==> src/rtl/sr_muldiv_if.sv <==
// sr_muldiv_if: request/response bundle between the execute stage and the
// iterative RV32M multiply/divide unit.
//   req_valid/req_ready  request handshake, oper/srcA/srcB sampled on accept
//   kill                 pipeline flush, aborts whatever the unit is doing
//   resp_valid/resp_ready response handshake, result held until consumed
//   busy                 unit not idle (core stall)
// master = core side, slave = the unit.
interface sr_muldiv_if #(
  parameter int WIDTH = 32
);
  logic             req_valid;
  logic             req_ready;
  logic [2:0]       oper;
  logic [WIDTH-1:0] srcA;
  logic [WIDTH-1:0] srcB;
  logic             kill;
  logic             resp_valid;
  logic             resp_ready;
  logic [WIDTH-1:0] result;
  logic             busy;

  modport master (
    output req_valid, oper, srcA, srcB, kill, resp_ready,
    input  req_ready, resp_valid, result, busy
  );

  modport slave (
    input  req_valid, oper, srcA, srcB, kill, resp_ready,
    output req_ready, resp_valid, result, busy
  );
endinterface

==> src/rtl/sr_muldiv.sv <==
// sr_muldiv: iterative RV32M multiply/divide unit.
// Radix-2 shift-add multiply and restoring divide on operand magnitudes,
// one bit per cycle, sign fix applied on the last iteration.
// Ports:
//   clk  core clock (rising edge)
//   rst  asynchronous active-high reset
//   bus  sr_muldiv_if.slave: req_valid/req_ready, oper (funct3), srcA, srcB,
//        kill, resp_valid/resp_ready, result (registered), busy
// Latency: accept in cycle 0, resp_valid from cycle WIDTH+1; divide-by-zero
// and signed-overflow divides answer in cycle 1.
module sr_muldiv #(
  parameter int WIDTH = 32
) (
  input  logic       clk,
  input  logic       rst,
  sr_muldiv_if.slave bus
);
  localparam int CW = $clog2(WIDTH) + 1;

  typedef enum logic [1:0] {IDLE, CALC, DONE} state_t;

  state_t           state, state_nxt;
  logic [CW-1:0]    cnt;
  logic [2:0]       op;
  logic             neg;
  logic [WIDTH-1:0] result_q;
  logic [WIDTH-1:0] hi, lo, mb;

  function automatic logic [WIDTH-1:0] cond_neg_w(input logic [WIDTH-1:0] x, input logic n);
    return n ? -x : x;
  endfunction

  function automatic logic [2*WIDTH-1:0] cond_neg_2w(input logic [2*WIDTH-1:0] x, input logic n);
    return n ? -x : x;
  endfunction

  // Request decode: sign handling, magnitudes, special cases
  logic signed [WIDTH-1:0] a_s, b_s;
  logic             a_sgn_op, b_sgn_op, a_neg, b_neg;
  logic [WIDTH-1:0] mag_a, mag_b;
  logic             div0, ovf, special, accept, last;
  logic [WIDTH-1:0] spec_res;

  assign a_s = bus.srcA;
  assign b_s = bus.srcB;

  always_comb begin
    a_sgn_op = (bus.oper == 3'd1) || (bus.oper == 3'd2) ||
               (bus.oper == 3'd4) || (bus.oper == 3'd6);
    b_sgn_op = (bus.oper == 3'd1) || (bus.oper == 3'd4) || (bus.oper == 3'd6);
    a_neg    = a_sgn_op && (a_s < 0);
    b_neg    = b_sgn_op && (b_s < 0);
    mag_a    = cond_neg_w(bus.srcA, a_neg);
    mag_b    = cond_neg_w(bus.srcB, b_neg);
    div0     = bus.oper[2] && (bus.srcB == '0);
    ovf      = ((bus.oper == 3'd4) || (bus.oper == 3'd6)) &&
               (bus.srcA == {1'b1, {(WIDTH-1){1'b0}}}) && (bus.srcB == '1);
    special  = div0 || ovf;
    if (div0) spec_res = bus.oper[1] ? bus.srcA : '1;
    else      spec_res = bus.oper[1] ? '0 : {1'b1, {(WIDTH-1){1'b0}}};
  end

  assign accept = bus.req_valid && (state == IDLE) && !bus.kill;
  assign last   = (state == CALC) && (cnt == CW'(1));

  // One iteration step: multiply keeps {hi,lo} as a right-shifting product,
  // divide keeps remainder in hi and shifts the quotient into lo.
  logic [WIDTH:0]     mul_sum, div_sh, div_diff;
  logic [WIDTH-1:0]   it_hi, it_lo, fin;
  logic [2*WIDTH-1:0] prod_fix;

  always_comb begin
    mul_sum  = {1'b0, hi} + (lo[0] ? {1'b0, mb} : '0);
    div_sh   = {hi, lo[WIDTH-1]};
    div_diff = div_sh - {1'b0, mb};
    if (op[2]) begin
      it_hi = div_diff[WIDTH] ? div_sh[WIDTH-1:0] : div_diff[WIDTH-1:0];
      it_lo = {lo[WIDTH-2:0], ~div_diff[WIDTH]};
    end else begin
      it_hi = mul_sum[WIDTH:1];
      it_lo = {mul_sum[0], lo[WIDTH-1:1]};
    end
    prod_fix = cond_neg_2w({it_hi, it_lo}, neg);
    if (op[2])               fin = op[1] ? cond_neg_w(it_hi, neg) : cond_neg_w(it_lo, neg);
    else if (op[1:0] == 2'd0) fin = prod_fix[WIDTH-1:0];
    else                      fin = prod_fix[2*WIDTH-1:WIDTH];
  end

  // FSM state register
  always_ff @(posedge clk or posedge rst) begin
    if (rst) state <= IDLE;
    else     state <= state_nxt;
  end

  // FSM next state; kill overrides every transition
  always_comb begin
    state_nxt = state;
    case (state)
      IDLE:    if (accept) state_nxt = special ? DONE : CALC;
      CALC:    if (last) state_nxt = DONE;
      DONE:    if (bus.resp_ready) state_nxt = IDLE;
      default: state_nxt = IDLE;
    endcase
    if (bus.kill) state_nxt = IDLE;
  end

  // FSM outputs
  always_comb begin
    bus.req_ready  = (state == IDLE);
    bus.busy       = (state != IDLE);
    bus.resp_valid = (state == DONE);
  end

  assign bus.result = result_q;

  // Control and result registers
  always_ff @(posedge clk or posedge rst) begin
    if (rst) begin
      cnt      <= '0;
      op       <= '0;
      neg      <= 1'b0;
      result_q <= '0;
    end else if (bus.kill) begin
      cnt <= '0;
    end else if (accept) begin
      cnt <= CW'(WIDTH);
      op  <= bus.oper;
      // Remainder follows the dividend; quotient and product follow sign xor.
      neg <= (bus.oper[2] && bus.oper[1]) ? a_neg : (a_neg ^ b_neg);
      if (special) result_q <= spec_res;
    end else if (state == CALC) begin
      cnt <= cnt - CW'(1);
      if (last) result_q <= fin;
    end
  end

  // Iteration datapath
  always_ff @(posedge clk) begin
    if (accept) begin
      hi <= '0;
      lo <= mag_a;
      mb <= mag_b;
    end else if (state == CALC) begin
      hi <= it_hi;
      lo <= it_lo;
    end
  end
endmodule
==> src/flat_wrapper.sv <==
// flat-port wrapper written by rule: the top's interface ports become plain ports
module sr_muldiv_flat 
#(
  parameter int WIDTH = 32
)
  (clk, rst, bus_req_valid, bus_oper, bus_srcA, bus_srcB, bus_kill, bus_resp_ready, bus_req_ready, bus_resp_valid, bus_result, bus_busy);
  sr_muldiv_if #(.WIDTH(WIDTH)) bus_i ();
  input  logic clk;
  input  logic rst;
  input wire logic [$bits(bus_i.req_valid)-1:0] bus_req_valid;
  input wire logic [$bits(bus_i.oper)-1:0] bus_oper;
  input wire logic [$bits(bus_i.srcA)-1:0] bus_srcA;
  input wire logic [$bits(bus_i.srcB)-1:0] bus_srcB;
  input wire logic [$bits(bus_i.kill)-1:0] bus_kill;
  input wire logic [$bits(bus_i.resp_ready)-1:0] bus_resp_ready;
  output wire logic [$bits(bus_i.req_ready)-1:0] bus_req_ready;
  output wire logic [$bits(bus_i.resp_valid)-1:0] bus_resp_valid;
  output wire logic [$bits(bus_i.result)-1:0] bus_result;
  output wire logic [$bits(bus_i.busy)-1:0] bus_busy;
  assign bus_i.req_valid = bus_req_valid;
  assign bus_i.oper = bus_oper;
  assign bus_i.srcA = bus_srcA;
  assign bus_i.srcB = bus_srcB;
  assign bus_i.kill = bus_kill;
  assign bus_i.resp_ready = bus_resp_ready;
  assign bus_req_ready = bus_i.req_ready;
  assign bus_resp_valid = bus_i.resp_valid;
  assign bus_result = bus_i.result;
  assign bus_busy = bus_i.busy;
  sr_muldiv #(.WIDTH(WIDTH)) u_core (.clk(clk), .rst(rst), .bus(bus_i));
endmodule
==> config.mk <==
export PLATFORM = sky130hd
export DESIGN_NAME = sr_muldiv_flat
export DESIGN_NICKNAME = d
export VERILOG_FILES = /design/src/rtl/sr_muldiv_if.sv /design/src/rtl/sr_muldiv.sv /design/src/flat_wrapper.sv
export SDC_FILE = /design/constraint.sdc
export NUM_CORES = 1
export LEC_CHECK = 0
export ABC_AREA = 1
export BUFFER_PORTS_ARGS = -buffer_cell sky130_fd_sc_hd__buf_2
export CORE_ASPECT_RATIO = 0.8
export CORE_MARGIN = 2
export CORE_UTILIZATION = 45
export CTS_CLUSTER_DIAMETER = 150
export DETAILED_ROUTE_END_ITERATION = 16
export GPL_TIMING_DRIVEN = 0
export SLEW_MARGIN = 5
export SYNTH_ARGS = -nofsm -noshare
export SYNTH_HDL_FRONTEND = slang
export SYNTH_SLANG_ARGS = --single-unit
==> constraint.sdc <==
create_clock -name clk -period 7.9 [get_ports clk]
set_clock_uncertainty 0.05 [all_clocks]
set_input_delay 1.58 -clock clk [delete_from_list [all_inputs] [get_ports clk]]
set_output_delay 1.58 -clock clk [all_outputs]
set_load 0.02 [all_outputs]
==> Flow_metrics.wiki, run 1 <==
{| class="wikitable"
! Metric !! Value
|-
| Share of cell area taken by muxes after synthesis || less than 1%
|-
| Final hold violation count || 0
|-
| Min-delay worst type || flip-flop to flip-flop
|-
| Post-synthesis instance area || around 17,000 µm²
|-
| Max-Cap Viols || 0
|-
| Post-synthesis simple-gate area fraction || roughly 40%
|-
| Required time of the worst setup path || ~8.3 ns
|-
| Peak supply drop || 0.208 mV
|-
| Core Box Area || ~37,000 µm²
|-
| Remaining DRCs || 0
|-
| Switching portion of total power || 59.3%
|-
| Final max-slew violation count || 0
|-
| Kind of critical path || flip-flop to flip-flop
|-
| Drt pass-1 iters || 6
|-
| Shortest clock period the worst path allows after layout || 5.70 ns
|-
| Final weighted congestion in routability-driven placement || 1.07
|-
| Register area || approximately 3700 µm²
|-
| Worst-Skew Late Latency || approximately 0.47 ns
|-
| Cts bufs inserted || 17
|-
| Maximum fanout along the worst path || 10
|-
| Sequential power share || 16.7%
|-
| Synthesized instance count || 2,799
|-
| Overall routing resource usage || between 30% and 40%
|-
| Number of enable flip-flop cells after synthesis || 64
|-
| Root buffer cell || clkbuf_16
|-
| Deepest clock path buffer count || 2
|-
| Switching component of the power || 4.41 mW
|-
| Status || complete, no violations
|-
| Total internal power || approximately 3 mW
|-
| Xor and xnor area share after synthesis || around 6.4%
|-
| Kind of cell with the highest combined delay on the critical path || simple AND/OR/NAND/NOR gates
|-
| Clock sink count || 140
|-
| CTS tree || yes
|-
| Share of cells above drive strength 1 || 9.86%
|-
| Number of cells upsized or downsized after cts || 0
|-
| Leak || roughly 9.5 nW
|-
| Post-detailed-route count of antenna-violating nets || 0
|-
| # IOs || roughly 110
|-
| Utilization of the core after routing || between 50% and 60%
|-
| Fin nets || about 3,100
|-
| Transition time of the tightest slew-check pin || ~1.0 ns
|-
| Aggregate negative setup slack || 0 ns
|-
| Starting Density || a little under half
|-
| Buffers inserted during post-CTS setup optimization || 0
|-
| Slowest cell on crit path || edfxtp_1
|-
| Fraction of registers with async set or reset after synthesis || a little under a third
|-
| Initial antenna violation count || 3
|-
| Adder and majority gate portion of the synthesized area || around 5.6%
|-
| Syn_nets || approximately 3,000
|-
| Wire length of the first global-routing pass || 109 mm
|-
| Count of standard-cell rows || 63
|-
| Compound-gate portion of the synthesized area || between 10% and 20%
|-
| CP most frequent cell || nand2_1
|-
| Crit share post-route || between 70% and 80%
|-
| Layout fillers || between 3,000 and 4,000
|-
| Number of warnings printed during yosys synthesis || 0
|-
| Worst-case headroom to the max-slew limit || around 32%
|-
| Vias in the first global route || between 15,000 and 20,000
|-
| Depth of the CTS H-tree || 4
|-
| Via-to-Cell Ratio || 5.73
|-
| Placed standard-cell area || ~18,000 µm²
|-
| Endpoint arrival time on the critical path || between 6 and 7 ns
|-
| Power density cells || roughly 400 nW/µm²
|-
| Area taken by multi-input logic gates || 11,100 µm²
|-
| Portion of the post-synthesis area used by sequential elements || a little over a fifth
|-
| Share of total power in the clock network || ~11%
|-
| Critical path capture point type || flip-flop
|-
| Buffers & Inverters on Critical Path || 7
|-
| Mapped Avg Cell Area || 5.96 µm²
|-
| FF+latch count, synth || 140
|-
| Final WS setup || approximately 2.2 ns
|-
| Die area || a little under 40,000 µm²
|-
| DPL Wire Length || 62.5 mm
|-
| Endpoints failing setup || 0
|-
| Peak Freq || between 0.15 and 0.2 GHz
|-
| Violation count after the first detailed-routing iteration || about 3,000
|-
| Routed Wire Length || 74.4 mm
|-
| Proportion of power drawn by combinational gates || 72.1%
|-
| Drt wl/cell || around 22 µm
|-
| Max incr delay on CP || 0.62 ns
|-
| Global route overflow || 0
|-
| Clk pin slew, worst setup/hold paths || roughly 0.070 ns
|-
| Quantity of hold-fixing buffers added after cts || 0
|-
| Pin count of the biggest net entering global routing || 39
|-
| Final instance count without filler cells || between 3,000 and 4,000
|-
| Worst setup slack before clock tree synthesis || between 2 and 2.5 ns
|-
| Number of distinct standard cells referenced by the synthesized netlist || 58
|-
| Placed Instances || about 3,400
|-
| Worst setup SP type || flip-flop
|-
| Number of port buffers || roughly 110
|-
| Height of the die || 176 µm
|-
| Routed via count || about 20,000
|-
| Final design instance area without fill || roughly 18,000 µm²
|-
| Synth-to-layout area growth || 10.7%
|-
| Unrepaired setup endpoints after global routing || no
|-
| Horizontal die dimension || 219 µm
|-
| Prevailing post-synth register cell || edfxtp_1
|-
| Dominant combinational cell family by area after synthesis || simple AND/OR/NAND/NOR gates
|}
[worst paths after layout]
| path | to | cells after the start | slack (ns) | from |
|---|---|---|---|---|
| max | u_core.bus.result[6]$_DFFE_PP0P_ | 33 | 2.20 | u_core.mb[27]$_DFFE_PP_ |
| min | u_core.bus.result[30]$_DFFE_PP0P_ | 2 | 0.43 | u_core.bus.result[30]$_DFFE_PP0P_ |
| min in group asynchronous | u_core.bus.result[27]$_DFFE_PP0P_ | 2 | 0.96 | rst |
| min reg2reg | u_core.bus.result[30]$_DFFE_PP0P_ | 2 | 0.43 | u_core.bus.result[30]$_DFFE_PP0P_ |
| max reg2reg | u_core.bus.result[6]$_DFFE_PP0P_ | 33 | 2.20 | u_core.mb[27]$_DFFE_PP_ |
| max in group asynchronous | u_core.cnt[4]$_DFFE_PP0P_ | 3 | 6.37 | rst |
[synthesized netlist by cell type (4+ instances only)]
cell        n  area share, %
nand2_1   812             18
inv_1     401            9.0
nor2_1    298            6.7
nand3_1   237            7.1
o21ai_0   188            5.6
a21oi_1   133            4.0
xor2_1     83            4.4
ha_1       71            5.3
edfxtp_1   64             12
clkbuf_1   50            1.1
dfrtp_1    44            6.6
nand4_1    39            1.5
xnor2_1    39            2.0
nor3_1     35            1.1
nand2_2    34            1.3
dfxtp_1    32            3.8
or2_2      29            1.1
o22ai_1    21           0.79
buf_2      17           0.51
o21ai_1    16           0.48
nand3b_1   14           0.63
nor2_2     10           0.38
o21bai_1   10           0.45
nor4_1      9           0.34
a31oi_1     8           0.30
nand3_2     8           0.48
inv_2       7           0.16
nand2_4     7           0.47
nor3_2      7           0.42
o31ai_1     7           0.32
buf_1       6           0.14
buf_6       6           0.41
o211ai_1    6           0.27
a21o_1      5           0.23
o21a_1      5           0.23
nor2_4      4           0.27
nor3b_1     4           0.18
[layout make-up]
type,count,area share [%]
multi-input combinational,2165,59.9
buffer,83,2.22
clock inverter,15,0.867
inverter,411,8.36
tap,487,3.30
timing repair buffer,109,3.20
sequential,140,19.8
antenna,1,0.0136
clock buffer,17,2.30
[routing by layer]
metal | global-route usage [%] | vias up | share of wire, %
met5 | 0 | - | 0.017
met4 | 7.85 | 2 | 1.8
met3 | 12.2 | 94 | 14
met2 | 51.7 | 1132 | 38
met1 | 58.9 | 9148 | 46
li1 | - | 9250 | -
[through the flow]
stage	hold WS (ns)	power, mW
6_report	0.427	7.42
5_1_grt	0.461	7.92
4_1_cts	0.430	7.22
3_5_place_dp	0.414	6.38
3_3_place_gp	0.412	6.33
2_1_floorplan	0.400	4.69
[power by group through the flow]
stage | clock (mW) | sequential (mW) | combinational, mW
after floorplan | 0 | 1.26 | 3.43
after global placement | 0 | 1.25 | 5.09
after detailed placement | 0 | 1.25 | 5.13
after CTS | 0.836 | 1.24 | 5.15
after global routing | 0.856 | 1.26 | 5.80
final | 0.832 | 1.24 | 5.35
[logic make-up (layout without fill, tap and decap cells)]
kind of cell             Yosys count  in the layout
buffers and inverters            494            635
flip-flops                       140            140
other                              0              1
AO/OA/AOI/OAI                    414            414
multiplexers                       3              3
XOR/XNOR                         122            122
adder cells (fa/ha/maj)           73             73
AND/OR/NAND/NOR                 1553           1553
[tightest hold or removal path, cell delays in order, from the launching register on]
cell and delay [ns]:
dfrtp_1 0.34, nand2_1 0.05, nand2_1 0.06
[state kept, by name, summed over array words and instances, names as in the netlist]
| name | flops |
|---|---|
| u_core.mb | 32 |
| u_core.op | 3 |
| u_core.neg | 1 |
| u_core.bus.result | 32 |
| u_core.cnt | 6 |
| u_core.state | 2 |
| u_core.hi | 32 |
| u_core.lo | 32 |
[cell usage in the layout, fill, tap and decap left out, types with 44 or more instances in the layout]
master,instances
edfxtp_1,64
o21ai_0,188
dfrtp_1,44
a21oi_1,133
nand3_1,237
buf_2,123
nor2_1,298
inv_1,400
xor2_1,83
ha_1,71
clkbuf_1,48
nand2_1,812
No activity file was read; power rests on OpenSTA's default activity.
==> inputs of run 2 (changes only) <==
ABC_AREA = 0   (was 1)
clock period = 5.6 ns   (was 7.9 ns; I/O delays follow)
==> run 2 against run 1 <==
Against the previous run: sequential cell count did not move; die area shrank 11%; cell count is 25% lower; combinational power grew 41%; first-iteration DRC count down 16%; area after synthesis shrank 11%; global-route usage up 0.75 points; final area fell by 5.0%; routed wire length decreased by 7.9%; core utilization up 3.8 points; clock power up 53%; critical path depth is 17 lower; largest cell class unchanged; largest power group unchanged; highest routed layer unchanged.
==> Flow_metrics.wiki, run 2 <==
{| class="wikitable"
! Metric !! Value
|-
| Status || complete, no violations
|-
| Maximum fanout along the worst path || 10 (unchanged)
|-
| Shortest clock period the worst path allows after layout || roughly 5.6 ns
|-
| Vias in the first global route || 15,000 (-14%)
|-
| Root buffer cell || clkbuf_16
|-
| Most frequent standard cell in the layout excluding fill and tap cells || nor2_1
|-
| Crit share post-route || 99.9%
|-
| Worst-Skew Late Latency || 0.47 ns (about the same)
|-
| Wire length of the first global-routing pass || 98.9 mm (-9.2%)
|-
| Critical Path, Cell by Cell || buf_2 -> inv_1 -> ha_1 -> nand3b_1 -> nor2b_1 -> and2_1 -> nand2_1 -> nor4_2 -> and2_1 -> and3_1 -> nor3_1 -> a21oi_2 -> clkbuf_1 -> o311ai_0 -> a21oi_1 -> a21oi_1
|-
| Number of warnings printed during yosys synthesis || 0 (unchanged)
|-
| Core Box Area || 32,500 µm² (-12%)
|-
| Height of the die || 166 µm (-5.6%)
|-
| Min-delay worst type || flip-flop to flip-flop
|-
| Global route overflow || 0 (unchanged)
|-
| Synthesized instance count || 1,959 (-30%)
|-
| Quantity of hold-fixing buffers added after cts || 0 (unchanged)
|-
| Initial antenna violation count || 1 (-2)
|-
| Leading cell types by count after synthesis || 233 x nor2_1, 199 x nand2_1, 161 x a21oi_1, 154 x o21ai_0, 110 x xnor2_1
|-
| Post-synthesis instance area || 14,800 µm² (-11%)
|-
| Post-detailed-route count of antenna-violating nets || 0 (unchanged)
|-
| Routed Wire Length || 68.5 mm (-7.9%)
|-
| Syn_nets || 2,104 (-29%)
|-
| Total power draw || 10.5 mW (+42%)
|-
| Number of distinct standard cells referenced by the synthesized netlist || 91 (+57%)
|-
| Top area cells in the synthesized netlist || edfxtp_1 13%, dfrtp_1 7.4%, xnor2_1 6.5%
|-
| Final hold violation count || 0 (unchanged)
|-
| Worst-case headroom to the max-slew limit || 3.12% (-29 points)
|-
| FF+latch count, synth || 140 (unchanged)
|-
| Cts bufs inserted || 17 (unchanged)
|-
| Critical path capture point type || flip-flop
|-
| Number of port buffers || 105 (-0.94%)
|-
| Drt wl/cell || 26.8 µm (+23%)
|-
| Synth-to-layout area growth || 18.3%
|-
| DPL Wire Length || 54.1 mm (-13%)
|-
| Max-Cap Viols || 0 (unchanged)
|-
| Peak Freq || roughly 0.18 GHz
|-
| CTS tree || yes
|-
| Worst setup SP type || primary input
|-
| Number of enable flip-flop cells after synthesis || 64 (unchanged)
|-
| Yosys top cell by area || edfxtp_1
|-
| Most used cells in the layout excluding fill and tap cells || 230 x nor2_1, 194 x nand2_1, 148 x a21oi_1
|-
| Endpoints failing setup || 0 (unchanged)
|-
| Final weighted congestion in routability-driven placement || 1.04 (-2.9%)
|-
| Min Hold Slack || 0.424 ns (-0.00343 ns)
|-
| Most instantiated library cell after synthesis || nor2_1
|-
| Depth of the CTS H-tree || 4 (unchanged)
|-
| Clk pin slew, worst setup/hold paths || 0.07 ns (about the same)
|-
| # IOs || 107 (unchanged)
|-
| Prevailing post-synth register cell || edfxtp_1
|-
| Overall routing resource usage || 39.2% (+0.75 points)
|-
| Utilization of the core after routing || 54.0% (+3.8 points)
|-
| Portion of the post-synthesis area used by sequential elements || 24.7% (+2.7 points)
|-
| Deepest clock path buffer count || 2 (unchanged)
|-
| Drt pass-1 iters || 6 (unchanged)
|-
| Starting Density || 45.6% (+0.36 points)
|-
| Final max-slew violation count || 0 (unchanged)
|-
| Routed via count || 16,900 (-14%)
|-
| Leak || 6.94 nW (-27%)
|-
| Diode count || 0 (-1)
|-
| Via-to-Cell Ratio || 6.59 (+15%)
|-
| Power density cells || 601 nW/µm² (+50%)
|-
| Fraction of registers with async set or reset after synthesis || 31.4% (unchanged)
|-
| Violation count after the first detailed-routing iteration || 2,506 (-16%)
|-
| Fin nets || 2,266 (-26%)
|-
| Kind of critical path || primary input to flip-flop
|-
| Required time of the worst setup path || 5.89 ns (-2.36 ns)
|-
| Remaining DRCs || 0 (unchanged)
|-
| Endpoint arrival time on the critical path || 5.88 ns (-0.17 ns)
|-
| Count of standard-cell rows || 59 (-6.3%)
|-
| Max incr delay on CP || 0.69 ns (+0.07 ns)
|-
| Mapped Avg Cell Area || 7.57 µm² (+27%)
|-
| Die area || 34,400 µm² (-11%)
|-
| Peak supply drop || 0.254 mV (+22%)
|-
| Slowest cell on crit path || nor4_2
|-
| Horizontal die dimension || 207 µm (-5.6%)
|-
| Clock sink count || 140 (unchanged)
|-
| Fraction of synthesized cell area taken by the top area cell type || 13.0% (-5.3 points)
|-
| Share of cells above drive strength 1 || 15.7% (+5.8 points)
|-
| Pin count of the biggest net entering global routing || 35 (-10%)
|-
| Transition time of the tightest slew-check pin || 1.45 ns (+0.439 ns)
|}
run 2: changes by cell type after synthesis, sizes merged, moves of 23 or more:
cell and delta:
clkbuf +30, or3 +35, inv -333, nand3 -203
mux2i +45, o21ai -43, nor2 -79, o31ai +23
a21o +23, xnor2 +71, nand2 -654, a21oi +26
a31oi +33, xor2 -23
run 2: layer usage:
metal	wire, µm	track usage [%]	vias to the layer above	part of all wire [%]
met5	40	0	-	0.058
met4	1720	9.28	4	2.5
met3	9860	13.5	139	14
met2	26100	50.9	1151	38
met1	30800	60.6	8043	45
li1	-	-	7542	-
run 2: stage by stage:
step / setup TNS, ns / setup slack (ns) / std cells / instance area (µm²)
finish: 0 / 0.00283 / 2561 / 17500
global route: -0.185 / -0.0663 / 2561 / 17500
CTS: -0.0607 / -0.0324 / 2539 / 17000
detailed placement: -85.16 / -3.30 / 2493 / 15900
global placement: -86.90 / -3.32 / 2491 / 15900
floorplan: 0 / 0.0546 / 1959 / 14800
run 2: timing repair:
| item | CTS | global route |
|---|---|---|
| hold endpoints to repair | 0 | 0 |
| setup buffers | 15 | 26 |
| pin swaps | 16 | 27 |
| gates resized for setup | 90 | 90 |
| endpoints found under the setup margin | 56 | 29 |
run 2: cell type report:
cell class                 count  area [µm²]
fill                        3166       14900
timing repair buffer         148         877
clock inverter                15         204
sequential                   140        3670
tap                          427         534
buffer                        91         493
clock buffer                  17         425
inverter                      76         285
multi-input combinational   1647       11000
run 2: report_power, final:
group          internal, mW  total (mW)  leakage (nW)  switching (mW)
Combinational          2.66        7.52          5.23            4.85
Sequential             1.42        1.76          1.40           0.346
Clock                 0.719        1.27         0.310           0.547
Total                  4.80        10.5          6.94            5.75
run 2: critical path, delay by kind of cell:
kind            cells  cell delay (ns)
compound gates      4             1.49
fa+ha+maj           1             0.21
buf+inv             3             0.81
simple gates        8             2.25
run 2: logic make-up (layout without fill, tap and decap cells):
logic type,after synthesis,after routing,share of synthesized area (%)
XOR/XNOR,170,170,10.0
buffers and inverters,172,347,4.51
AND/OR/NAND/NOR,722,722,23.1
adder cells (fa/ha/maj),73,73,6.26
multiplexers,64,64,4.51
AO/OA/AOI/OAI,618,618,26.8
flip-flops,140,140,24.7
run 2: worst paths after layout:
path,start,to,slack [ns],depth (start not counted)
max in group asynchronous,rst,u_core.op[2]$_DFFE_PP0P_,4.39,3
min,u_core.bus.result[13]$_DFFE_PP0P_,u_core.bus.result[13]$_DFFE_PP0P_,0.42,2
min in group asynchronous,rst,u_core.bus.result[26]$_DFFE_PP0P_,0.56,2
min reg2reg,u_core.bus.result[13]$_DFFE_PP0P_,u_core.bus.result[13]$_DFFE_PP0P_,0.42,2
max,bus_srcA[0],u_core.bus.result[26]$_DFFE_PP0P_,0.003,16
max reg2reg,u_core.mb[19]$_DFFE_PP_,u_core.bus.result[30]$_DFFE_PP0P_,0.03,21
==> inputs of run 3 (changes only) <==
clock period = 5.95 ns   (was 5.6 ns; I/O delays follow)
==> run 3 against run 2 <==
Against the previous run: the run now ends with negative setup slack left; worst setup slack worse by 0.011 ns; critical path type is now flip-flop to flip-flop; critical path depth is 4 higher; largest cell class unchanged; critical endpoint is now u_core.bus.result[14]$_DFFE_PP0P_; die area stayed put; highest routed layer unchanged.
==> Flow_metrics.wiki, run 3 (synthesized netlist as in run 2, its figures left out) <==
{| class="wikitable"
! Metric !! Value
|-
| Via-to-Cell Ratio || 6.58 (-0.21%)
|-
| Total power draw || 9.57 mW (-9.2%)
|-
| Horizontal die dimension || 207 µm (unchanged)
|-
| Required time of the worst setup path || 6.18 ns (+0.29 ns)
|-
| Clk pin slew, worst setup/hold paths || 0.07 ns (about the same)
|-
| Leak || 6.72 nW (-3.3%)
|-
| Failing checks || negative setup slack
|-
| Pin count of the biggest net entering global routing || 35 (unchanged)
|-
| Shortest clock period the worst path allows after layout || between 5 and 6 ns
|-
| Setup slack of the most critical reg-to-reg path || -0.008 ns (-0.04 ns)
|-
| Critical path capture point type || flip-flop
|-
| Max-Cap Viols || 0 (unchanged)
|-
| Worst reg2reg startpoint || u_core.op[2]$_DFFE_PP0P_
|-
| Clock sink count || 140 (unchanged)
|-
| Number of port buffers || 105 (unchanged)
|-
| Wire length of the first global-routing pass || 98.2 mm (-0.79%)
|-
| Final hold violation count || 0 (unchanged)
|-
| Peak Freq || ~0.17 GHz
|-
| Buffers & Inverters on Critical Path || 8 (+5)
|-
| Routed Wire Length || 67.9 mm (-0.88%)
|-
| Post-detailed-route count of antenna-violating nets || 0 (unchanged)
|-
| Final max-slew violation count || 0 (unchanged)
|-
| Cts bufs inserted || 17 (unchanged)
|-
| Min Hold Slack || 0.424 ns (+0.000372 ns)
|-
| Count of standard-cell rows || 59 (unchanged)
|-
| Final weighted congestion in routability-driven placement || 1.04 (unchanged)
|-
| CTS tree || yes
|-
| Core Box Area || 32,500 µm² (unchanged)
|-
| Worst setup SP type || flip-flop
|-
| Drt pass-1 iters || 6 (unchanged)
|-
| DPL Wire Length || 54.1 mm (unchanged)
|-
| Remaining DRCs || 0 (unchanged)
|-
| Max incr delay on CP || 0.49 ns (-0.20 ns)
|-
| Synth-to-layout area growth || 14.8%
|-
| Utilization of the core after routing || 52.4% (-1.6 points)
|-
| Cell depth of the worst setup path || 20 (+4)
|-
| Most used cells in the layout excluding fill and tap cells || 232 x nor2_1, 197 x nand2_1, 151 x a21oi_1
|-
| End point of the critical path || u_core.bus.result[14]$_DFFE_PP0P_
|-
| Most frequent standard cell in the layout excluding fill and tap cells || nor2_1
|-
| Worst setup slack before clock tree synthesis || -2.95 ns (+0.350 ns)
|-
| Violation count after the first detailed-routing iteration || 2,521 (+0.60%)
|-
| Initial antenna violation count || 1 (unchanged)
|-
| Placed standard-cell area || 15,900 µm² (unchanged)
|-
| Placed Instances || 2,493 (unchanged)
|-
| Kind of critical path || flip-flop to flip-flop
|-
| Worst-case headroom to the max-slew limit || 6.04% (+2.9 points)
|-
| CP most frequent cell || buf_4
|-
| Global route overflow || 0 (unchanged)
|-
| Power density cells || 562 nW/µm² (-6.5%)
|-
| Number of cells on the worst reg-to-reg path || 20 (-4.8%)
|-
| Crit share post-route || 100%
|-
| Maximum fanout along the worst path || 19 (+9)
|-
| Overall routing resource usage || 38.9% (-0.28 points)
|-
| Endpoints failing setup || 1 (+1)
|-
| Vias in the first global route || 14,900 (-0.77%)
|-
| Final design instance area without fill || 17,000 µm² (-2.9%)
|-
| Critical Path, Cell by Cell || buf_4 -> clkbuf_4 -> clkbuf_8 -> buf_4 -> buf_4 -> clkbuf_4 -> mux2_2 -> inv_1 -> ha_2 -> nand2_2 -> or2_4 -> or3_4 -> or3_4 -> or2_2 -> buf_4 -> or3_1 -> a21oi_2 -> a21oi_1 -> a21oi_2 -> a21oi_1
|-
| Slowest cell on crit path || dfrtp_1
|-
| Root buffer cell || clkbuf_16
|-
| Transition time of the tightest slew-check pin || 1.40 ns (-0.0436 ns)
|-
| Fin nets || 2,240 (-1.1%)
|-
| Depth of the CTS H-tree || 4 (unchanged)
|-
| Die area || 34,400 µm² (unchanged)
|-
| Share of cells above drive strength 1 || 12.9% (-2.8 points)
|-
| Drt wl/cell || 26.8 µm (about the same)
|-
| Starting Density || 45.6% (unchanged)
|-
| Crit path launch || u_core.op[2]$_DFFE_PP0P_
|-
| Final WS setup || -0.00818 ns (-0.0110 ns)
|-
| Deepest clock path buffer count || 2 (unchanged)
|-
| Routed via count || 16,700 (-1.2%)
|-
| Quantity of hold-fixing buffers added after cts || 0 (unchanged)
|-
| Min-delay worst type || flip-flop to flip-flop
|-
| Aggregate negative setup slack || -0.00818 ns (-0.00818 ns)
|-
| Worst-Skew Late Latency || 0.46 ns (about the same)
|-
| Final instance count without filler cells || 2,536 (-0.98%)
|-
| Kind of cell with the highest combined delay on the critical path || buffers and inverters
|-
| Layout fillers || 3,216 (+1.6%)
|-
| Endpoint arrival time on the critical path || 6.19 ns (+0.31 ns)
|-
| Status || finished with violations
|-
| RR Endpoint || u_core.bus.result[14]$_DFFE_PP0P_
|-
| # IOs || 107 (unchanged)
|-
| Peak supply drop || 0.238 mV (-6.2%)
|-
| Height of the die || 166 µm (unchanged)
|}
-- run 3: routing by layer --
| metal | up-vias | routed length [µm] | global-route usage [%] |
|---|---|---|---|
| li1 | 7495 | - | - |
| met1 | 7933 | 30600 | 59.8 |
| met2 | 1127 | 25800 | 50.5 |
| met3 | 122 | 9820 | 14.0 |
| met4 | 2 | 1640 | 9.22 |
| met5 | - | 10 | 0.429 |
-- run 3: worst min path at each step --
stage | from | end | cells past startpoint
finish | u_core.bus.result[13]$_DFFE_PP0P_ | u_core.bus.result[13]$_DFFE_PP0P_ | 2
global route | u_core.bus.result[13]$_DFFE_PP0P_ | u_core.bus.result[13]$_DFFE_PP0P_ | 2
global placement | u_core.bus.result[24]$_DFFE_PP0P_ | u_core.bus.result[24]$_DFFE_PP0P_ | 2
detailed placement | u_core.bus.result[12]$_DFFE_PP0P_ | u_core.bus.result[12]$_DFFE_PP0P_ | 2
floorplan | u_core.op[0]$_DFFE_PP0P_ | u_core.op[0]$_DFFE_PP0P_ | 2
CTS | u_core.bus.result[12]$_DFFE_PP0P_ | u_core.bus.result[12]$_DFFE_PP0P_ | 2
-- run 3: layout make-up --
type / count / area (µm²) / area share, %
clock buffer: 17 / 425 / 2.50
clock inverter: 15 / 204 / 1.20
buffer: 91 / 419 / 2.46
timing repair buffer: 122 / 678 / 3.98
multi-input combinational: 1647 / 10800 / 63.5
sequential: 140 / 3660 / 21.5
antenna: 1 / 2.50 / 0.0147
inverter: 76 / 285 / 1.68
tap: 427 / 534 / 3.14
-- run 3: timing repair --
action | 4_1_cts | 5_1_grt
resized for setup | 54 | 51
endpoints found under the setup margin | 45 | 27
pin swaps | 4 | 10
buffers inserted | 5 | 10
-- run 3: tightest hold or removal path: stages, from the launching register on --
cell	delay [ns]
dfrtp_1	0.34
nand2_1	0.04
o21ai_0	0.06
-- run 3: where the power goes --
part	leakage [nW]	switching (mW)	internal [mW]
combinational	5.00	4.44	2.29
sequential	1.40	0.321	1.33
clock	0.310	0.519	0.678
total	6.72	5.28	4.30
